[src/rtl/redmule_pkg.sv]
// ==== redmule_pkg : shared types and constants for the RedMulE fetch controller (rev 1.0) ====
`default_nettype none

package redmule_pkg;

   typedef enum logic [1:0] {
      RST_WAIT = 2'd0,
      ARMED    = 2'd1,
      RUNNING  = 2'd2,
      DONE     = 2'd3
   } fetch_ctrl_state_e;

   localparam int unsigned FetchCtrlExitWidth = 32;

   // Exit code reported when a run is cut short by the cycle limit.
   localparam logic [FetchCtrlExitWidth-1:0] FetchCtrlTimeoutCode = '1;

endpackage

`default_nettype wire

[src/rtl/sync.sv]
// ==== sync : multi-stage level synchronizer with asynchronous reset (rev 1.0) ====
`default_nettype none

module sync #(
   parameter int unsigned STAGES     = 2,
   parameter bit          ResetValue = 1'b0
) (
   input  logic clk_i,
   input  logic rst_ni,
   input  logic serial_i,
   output logic serial_o
);

   logic [STAGES-1:0] reg_q;

   always_ff @(posedge clk_i or negedge rst_ni) begin
      if (!rst_ni) begin
         reg_q <= {STAGES{ResetValue}};
      end else begin
         reg_q <= {reg_q[STAGES-2:0], serial_i};
      end
   end

   assign serial_o = reg_q[STAGES-1];

endmodule

`default_nettype wire

[src/rtl/redmule_fetch_ctrl.sv]
// ==== redmule_fetch_ctrl : post-reset fetch-enable release and end-of-run monitor (rev 1.0) ====
`default_nettype none

module redmule_fetch_ctrl
   import redmule_pkg::*;
#(
   parameter int unsigned PostRstCycles = 16,
   parameter int unsigned TimeoutCycles = 100000,
   parameter int unsigned CntWidth      = 32,
   parameter int unsigned ExitWidth     = 32
) (
   input  logic                 clk_i,
   input  logic                 rst_ni,
   input  logic                 fetch_enable_i,
   output logic                 core_fetch_en_o,
   output logic                 start_o,
   input  logic                 exit_valid_i,
   input  logic [ExitWidth-1:0] exit_code_i,
   output logic                 done_o,
   output logic                 timeout_o,
   output logic [ExitWidth-1:0] exit_code_o,
   output logic [CntWidth-1:0]  cycle_cnt_o
);

   localparam int unsigned WaitWidth = (PostRstCycles > 2) ? $clog2(PostRstCycles) : 1;
   // A zero wait collapses onto a last count of 0, so arming still takes exactly one cycle.
   localparam logic [WaitWidth-1:0] WaitLast =
      (PostRstCycles > 0) ? WaitWidth'(PostRstCycles - 1) : '0;
   localparam logic [CntWidth-1:0]  TimeoutLast = CntWidth'(TimeoutCycles - 1);
   localparam logic [ExitWidth-1:0] TimeoutCode = {ExitWidth{FetchCtrlTimeoutCode[0]}};

   logic fe_s;

   fetch_ctrl_state_e      state_q, state_d;
   logic [WaitWidth-1:0]   wait_cnt_q, wait_cnt_d;
   logic [CntWidth-1:0]    cycle_cnt_q, cycle_cnt_d;
   logic                   core_fetch_en_q, core_fetch_en_d;
   logic                   done_q, done_d;
   logic                   timeout_q, timeout_d;
   logic [ExitWidth-1:0]   exit_code_q, exit_code_d;

   sync #(
      .STAGES     (2),
      .ResetValue (1'b0)
   ) i_fe_sync (
      .clk_i    (clk_i),
      .rst_ni   (rst_ni),
      .serial_i (fetch_enable_i),
      .serial_o (fe_s)
   );

   always_comb begin
      state_d         = state_q;
      wait_cnt_d      = wait_cnt_q;
      cycle_cnt_d     = cycle_cnt_q;
      core_fetch_en_d = core_fetch_en_q;
      done_d          = done_q;
      timeout_d       = timeout_q;
      exit_code_d     = exit_code_q;

      case (state_q)
         RST_WAIT: begin
            if (wait_cnt_q == WaitLast) begin
               state_d = ARMED;
            end else begin
               wait_cnt_d = wait_cnt_q + WaitWidth'(1);
            end
         end

         ARMED: begin
            if (fe_s) begin
               state_d         = RUNNING;
               core_fetch_en_d = 1'b1;
               cycle_cnt_d     = '0;
            end
         end

         RUNNING: begin
            // Saturation also guarantees the zero count (start pulse) is never revisited.
            if (cycle_cnt_q != '1) begin
               cycle_cnt_d = cycle_cnt_q + CntWidth'(1);
            end
            if (exit_valid_i) begin
               state_d         = DONE;
               core_fetch_en_d = 1'b0;
               done_d          = 1'b1;
               exit_code_d     = exit_code_i;
            end else if (cycle_cnt_q == TimeoutLast) begin
               state_d         = DONE;
               core_fetch_en_d = 1'b0;
               done_d          = 1'b1;
               timeout_d       = 1'b1;
               exit_code_d     = TimeoutCode;
            end
         end

         DONE: begin
            state_d = DONE;
         end

         default: begin
            state_d = RST_WAIT;
         end
      endcase
   end

   always_ff @(posedge clk_i or negedge rst_ni) begin
      if (!rst_ni) begin
         state_q         <= RST_WAIT;
         wait_cnt_q      <= '0;
         cycle_cnt_q     <= '0;
         core_fetch_en_q <= 1'b0;
         done_q          <= 1'b0;
         timeout_q       <= 1'b0;
         exit_code_q     <= '0;
      end else begin
         state_q         <= state_d;
         wait_cnt_q      <= wait_cnt_d;
         cycle_cnt_q     <= cycle_cnt_d;
         core_fetch_en_q <= core_fetch_en_d;
         done_q          <= done_d;
         timeout_q       <= timeout_d;
         exit_code_q     <= exit_code_d;
      end
   end

   assign core_fetch_en_o = core_fetch_en_q;
   assign start_o         = (state_q == RUNNING) && (cycle_cnt_q == '0);
   assign done_o          = done_q;
   assign timeout_o       = timeout_q;
   assign exit_code_o     = exit_code_q;
   assign cycle_cnt_o     = cycle_cnt_q;

endmodule

`default_nettype wire

[config.mk]
export PLATFORM = sky130hd
export DESIGN_NAME = redmule_fetch_ctrl
export DESIGN_NICKNAME = d
export VERILOG_FILES = /design/src/rtl/redmule_pkg.sv /design/src/rtl/sync.sv /design/src/rtl/redmule_fetch_ctrl.sv
export SDC_FILE = /design/constraint.sdc
export NUM_CORES = 1
export LEC_CHECK = 0
export CAP_MARGIN = 10
export CORE_MARGIN = 2
export CORE_UTILIZATION = 44
export DETAILED_ROUTE_END_ITERATION = 10
export PLACE_DENSITY = 0.75
export SYNTH_ARGS = -nofsm -noshare
export SYNTH_HDL_FRONTEND = slang
export SYNTH_SLANG_ARGS = --single-unit
[constraint.sdc]
create_clock -name clk_i -period 7 [get_ports clk_i]
set_clock_uncertainty 0.15 [all_clocks]
set_input_delay 1.05 -clock clk_i [delete_from_list [all_inputs] [get_ports clk_i]]
set_output_delay 1.05 -clock clk_i [all_outputs]
set_load 0.03 [all_outputs]
# == After elaboration in Yosys (flattened, before gate mapping) ==
# Cells that the tools add are included.
# op_classes
muxes,16
reduce_logical,11
n_eq_ne,10
bitwise_logic,2
add_sub_neg,2
# op_table
cell,count
$mux 32,4
$pmux 32 s2,1
$add 32x1->32 const B,1
$eq 32x17->1 const B,1
$logic_not 32->1,1
$ne 32x32->1 const B,1
$reduce_and 3->1,4
$mux 2,4
$pmux 2 s4,1
$mux 1,5
$add 4x1->4 const B,1
$eq 2x2->1 const B,2
$eq 4x4->1 const B,1
$ne 2x2->1 const B,2
$reduce_and 2->1,2
$reduce_bool 2->1,2
$ne 3x3->1 const B,1
$eq 2x1->1 const B,1
$logic_not 2->1,1
$ne 2x1->1 const B,1
$not 1->1,2
$pmux 1 s2,1
$logic_and 1x1->1,1
# totals
ff_bits,75
input_bits,36

# == Longest topological paths before layout ==
# depth
depth_word,4
mapped_depth,8

# == Hierarchy ==
# A second synthesis with hierarchy kept.
# unflattened
hier_cells,352
area_unflattened_um2,3699.8
# modules_own_cells
mod,instances,area_per_inst_um2,cells_per_inst,seq_area_each_um2
redmule_fetch_ctrl,1,3649.8,350,1826.8
sync,1,50.0,2,50.0

# == Least setup slack after synthesis ==
# No wires, ideal clock.
# synth_path
path_type,reg-to-output
startpoint,register cycle_cnt_q[19] (netlist: cycle_cnt_o[19])
endpoint,output port start_o
t_arrival_ns,1.630
stages_incl_launch_ff,6
required_time_ns,5.800
path_slack_ns,4.170
cell_sequence,dfrtp_1 > buf_2 > nor4_1 > and4_1 > and4_1 > and3_1
# synth_via
elab_chain_cells,2
# synth_lines
item,line,rtl
start: declaration,redmule_fetch_ctrl.sv:36,"logic [CntWidth-1:0] cycle_cnt_q, cycle_cnt_d;"
start signal: assignment,redmule_fetch_ctrl.sv:119,cycle_cnt_q <= cycle_cnt_d;
$logic_not 32->1,redmule_fetch_ctrl.sv:128,assign start_o = (state_q == RUNNING) && (cycle_cnt_q == '0);
$logic_and 1x1->1,redmule_fetch_ctrl.sv:128,
end: declaration,redmule_fetch_ctrl.sv:16,"output logic start_o,"
# No other way between the ends.

# == Final worst setup path ==
# layout_path
startpoint,register cycle_cnt_q[28] (netlist: cycle_cnt_o[28])
endpoint,output port start_o
# The elaborated chain is that of the path after synthesis.

==> impl_metrics.env <==
export IMPL_worst_skew_pair_late_latency_ns=0.35
export IMPL_power_density_nw_per_um2=268
export IMPL_synth_area_per_cell_um2=11.0
export IMPL_synth_ff_latch_count=75
export IMPL_setup_violations=0
export IMPL_drt_iter0_drc=194
export IMPL_place_congestion=0.893
export IMPL_tritoncts="done"
export IMPL_tightest_slew_ns=1.10
export IMPL_critPathSlowestCell="clkdlybuf4s50_1"
export IMPL_power_static_leakage_nw=2.01
export IMPL_cts_resized=0
export IMPL_critPathCaptureType="output port"
export IMPL_antenna_diode_count=0
export IMPL_cpMostUsedCell="and4_1"
export IMPL_critPathLaunchType="register"
export IMPL_dpl_cell_area_um2=4620
export IMPL_routed_via_density=5.88
export IMPL_syn_nets=360
export IMPL_start_util=0.455
export IMPL_wire_per_inst_um=17.7
export IMPL_drtPass1Iterations=5
export IMPL_clockBufferDepth=2
export IMPL_finalNetCount=457
export IMPL_synth_most_common_cell="dfrtp_1"
export IMPL_drive_gt1_frac=0.0782
export IMPL_dieHeight_um=93.6
export IMPL_cp_cell_sequence="nor4_1 > and4_1 > and4_1 > and3_1 > clkdlybuf4s50_1"
export IMPL_synthMuxAreaShare=0.0120
export IMPL_yosysTopAreaCell="dfrtp_1"
export IMPL_preCtsSetupSlack_ns=3.66
export IMPL_fin_ws_ns=3.23
export IMPL_critPathMaxStageDelay_ns=0.68
export IMPL_async_flop_share=1.00
export IMPL_dp_hpwl_um=6360
export IMPL_core_area_um2=7770
export IMPL_slew_viol_final=0
export IMPL_cp_max_fo=8
export IMPL_synth_distinct_cells=51
export IMPL_synth_seq_area_share=0.532
export IMPL_tns_ns=0
export IMPL_yosys_warnings=0
export IMPL_synth_xor_area_share=0.00744
export IMPL_grt_first_pass_wirelength_um=14800
export IMPL_drv_cap=0
export IMPL_hold_violations=0
export IMPL_synth_simple_area_share=0.195
export IMPL_synthCells=321
export IMPL_cts_htree_levels=3
export IMPL_grt_max_degree=76
export IMPL_synth_top_family_by_area="compound AO/OA/AOI/OAI gates"
export IMPL_ios=104
export IMPL_holdCritPathClass="register to register"
export IMPL_rsz0062_at_grt="no"
export IMPL_dieWidth_um=93.6
export IMPL_dp_cells=509
export IMPL_synth_commonest_cells="dfrtp_1, o22a_1, nand2_1"
export IMPL_ant_nets=0
export IMPL_final_area_um2=4810
export IMPL_hold_buffers=0
export IMPL_finalCritPeriodShare=0.539
export IMPL_track_usage=0.216
export IMPL_rows=32
export IMPL_syn_area_um2=3530
export IMPL_antenna_found_initial=0
export IMPL_clock_root_buffer="clkbuf_8"
export IMPL_min_period_ns=3.77
export IMPL_postCtsSetupRepairBufs=0
export IMPL_fin_util=0.620
export IMPL_die_area_um2=8760
export IMPL_arrival_ns=2.57
export IMPL_max_freq_mhz=265
export IMPL_status="finished clean"
export IMPL_clkSinkCount=75
export IMPL_grt_pass1_vias=2916
export IMPL_drc_errors=0
export IMPL_synth_area_top_cells="dfrtp_1, o22a_1, a221o_1"
export IMPL_grt_ovfl_total=0
export IMPL_fillers=637
export IMPL_synth_fa_ha_area_frac=0.0106
export IMPL_crit_required_ns=5.80
export IMPL_synth_compound_area_frac=0.210
export IMPL_drt_wl_total_um=9280
export IMPL_syn2layout_area_growth_pct=36.4
export IMPL_fin_cells=524
export IMPL_ir_worst_vdd_mv=0.172
export IMPL_ys_flop_type="dfrtp_1"
export IMPL_synth_edf_count=0
export IMPL_io_buffers=103
export IMPL_vias=3083
export IMPL_maxSlewHeadroom=0.267
export IMPL_criticalPathCategory="register to output port"
export IMPL_synth_top_cell_area_share=0.532
export IMPL_cts_made_buffers=9
export IMPL_clkTransAtPathRegs_ns=0.08
==> area by class of cell <==
class,count,area (um2),share of cell area
Sequential cell,75,1880,0.390
Multi-Input combinational cell,219,1540,0.320
Timing Repair Buffer,106,1050,0.218
Tap cell,102,128,0.0265
Clock buffer,9,124,0.0257
Clock inverter,6,67.6,0.0140
Inverter,7,26.3,0.00546
==> sequential cells by signal, indices dropped and copies added, names as in the netlist <==
signal	flops
state_q	2
wait_cnt_q	4
core_fetch_en_o	1
i_fe_sync.reg_q	2
timeout_o	1
cycle_cnt_o	32
exit_code_o	32
done_o	1
==> cell usage in the layout (no fill, tap or decap), drive strengths merged, types with 2 or more instances in the layout <==
cell type | synthesis | final
a211o | 7 | 7
a21oi | 6 | 6
a221o | 9 | 9
a31o | 2 | 2
a31oi | 10 | 10
a41oi | 3 | 3
and3 | 14 | 14
and4 | 4 | 4
buf | 9 | 4
clkbuf | 11 | 9
clkdlybuf4s50 | 0 | 102
clkinv | 0 | 3
clkinvlp | 0 | 2
dfrtp | 75 | 75
ha | 3 | 3
inv | 7 | 7
mux2 | 2 | 2
mux2i | 2 | 2
nand2 | 20 | 20
nand2b | 4 | 4
nand3 | 10 | 10
nand4 | 12 | 12
nor2 | 20 | 20
nor3 | 18 | 18
nor4 | 9 | 9
o211a | 2 | 2
o211ai | 2 | 2
o21a | 2 | 2
o21ai | 6 | 6
o22a | 33 | 33
o311a | 2 | 2
or2 | 2 | 2
or4 | 2 | 2
xnor2 | 2 | 2
==> cell families (layout without fill, tap and decap cells) <==
logic type,after synthesis,count (layout)
xor gates and xnor gates,3,3
adders and majority gates,3,3
buffers and inverters,27,128
and+or+nand+nor,119,119
AOI/OAI and AO/OA,90,90
DFF,75,75
muxes,4,4
==> layer usage <==
layer / wire length (um) / vias up / global-route usage / share of wire
met4: 181 / 0 / 0.0894 / 0.020
li1: - / 1434 / - / -
met2: 4380 / 122 / 0.327 / 0.47
met1: 4040 / 1512 / 0.300 / 0.44
met3: 677 / 15 / 0.0483 / 0.073
met5: 0 / - / 0 / 0
==> power by group <==
part	switching, mW	total, mW	leakage, nW	internal (mW)
clock	0.163	0.326	0.0913	0.163
combinational	0.221	0.409	0.987	0.188
sequential	0.0496	0.557	0.928	0.507
total	0.434	1.29	2.01	0.858
==> worst max-delay path: cells and delay by family (launching register included) <==
| family | cells | cell delay (ns) |
|---|---|---|
| simple gates | 4 | 1.07 |
| buf+inv | 1 | 0.68 |
| flops | 1 | 0.47 |
==> worst paths after layout <==
path                                          from                 end  slack (ns)  cells after the start
worst max-delay path               cycle_cnt_o[28]             start_o        3.23                      5
worst min register to register  i_fe_sync.reg_q[0]  i_fe_sync.reg_q[1]        0.20                      0
max in group asynchronous                   rst_ni     cycle_cnt_o[15]        5.39                      1
min in group asynchronous                   rst_ni     cycle_cnt_o[23]        0.65                      1
worst min-delay path            i_fe_sync.reg_q[0]  i_fe_sync.reg_q[1]        0.20                      0
worst max register to register      cycle_cnt_o[0]      cycle_cnt_o[7]        3.98                      6
==> per-stage QoR <==
| stage | power (mW) | hold WS [ns] |
|---|---|---|
| 6_report | 1.29 | 0.202 |
| 5_1_grt | 1.35 | 0.216 |
| 4_1_cts | 1.30 | 0.204 |
| 3_5_place_dp | 0.979 | 0.186 |
| 3_3_place_gp | 0.971 | 0.183 |
| 2_1_floorplan | 0.778 | 0.181 |
No activity file was read; power rests on OpenSTA's default activity.
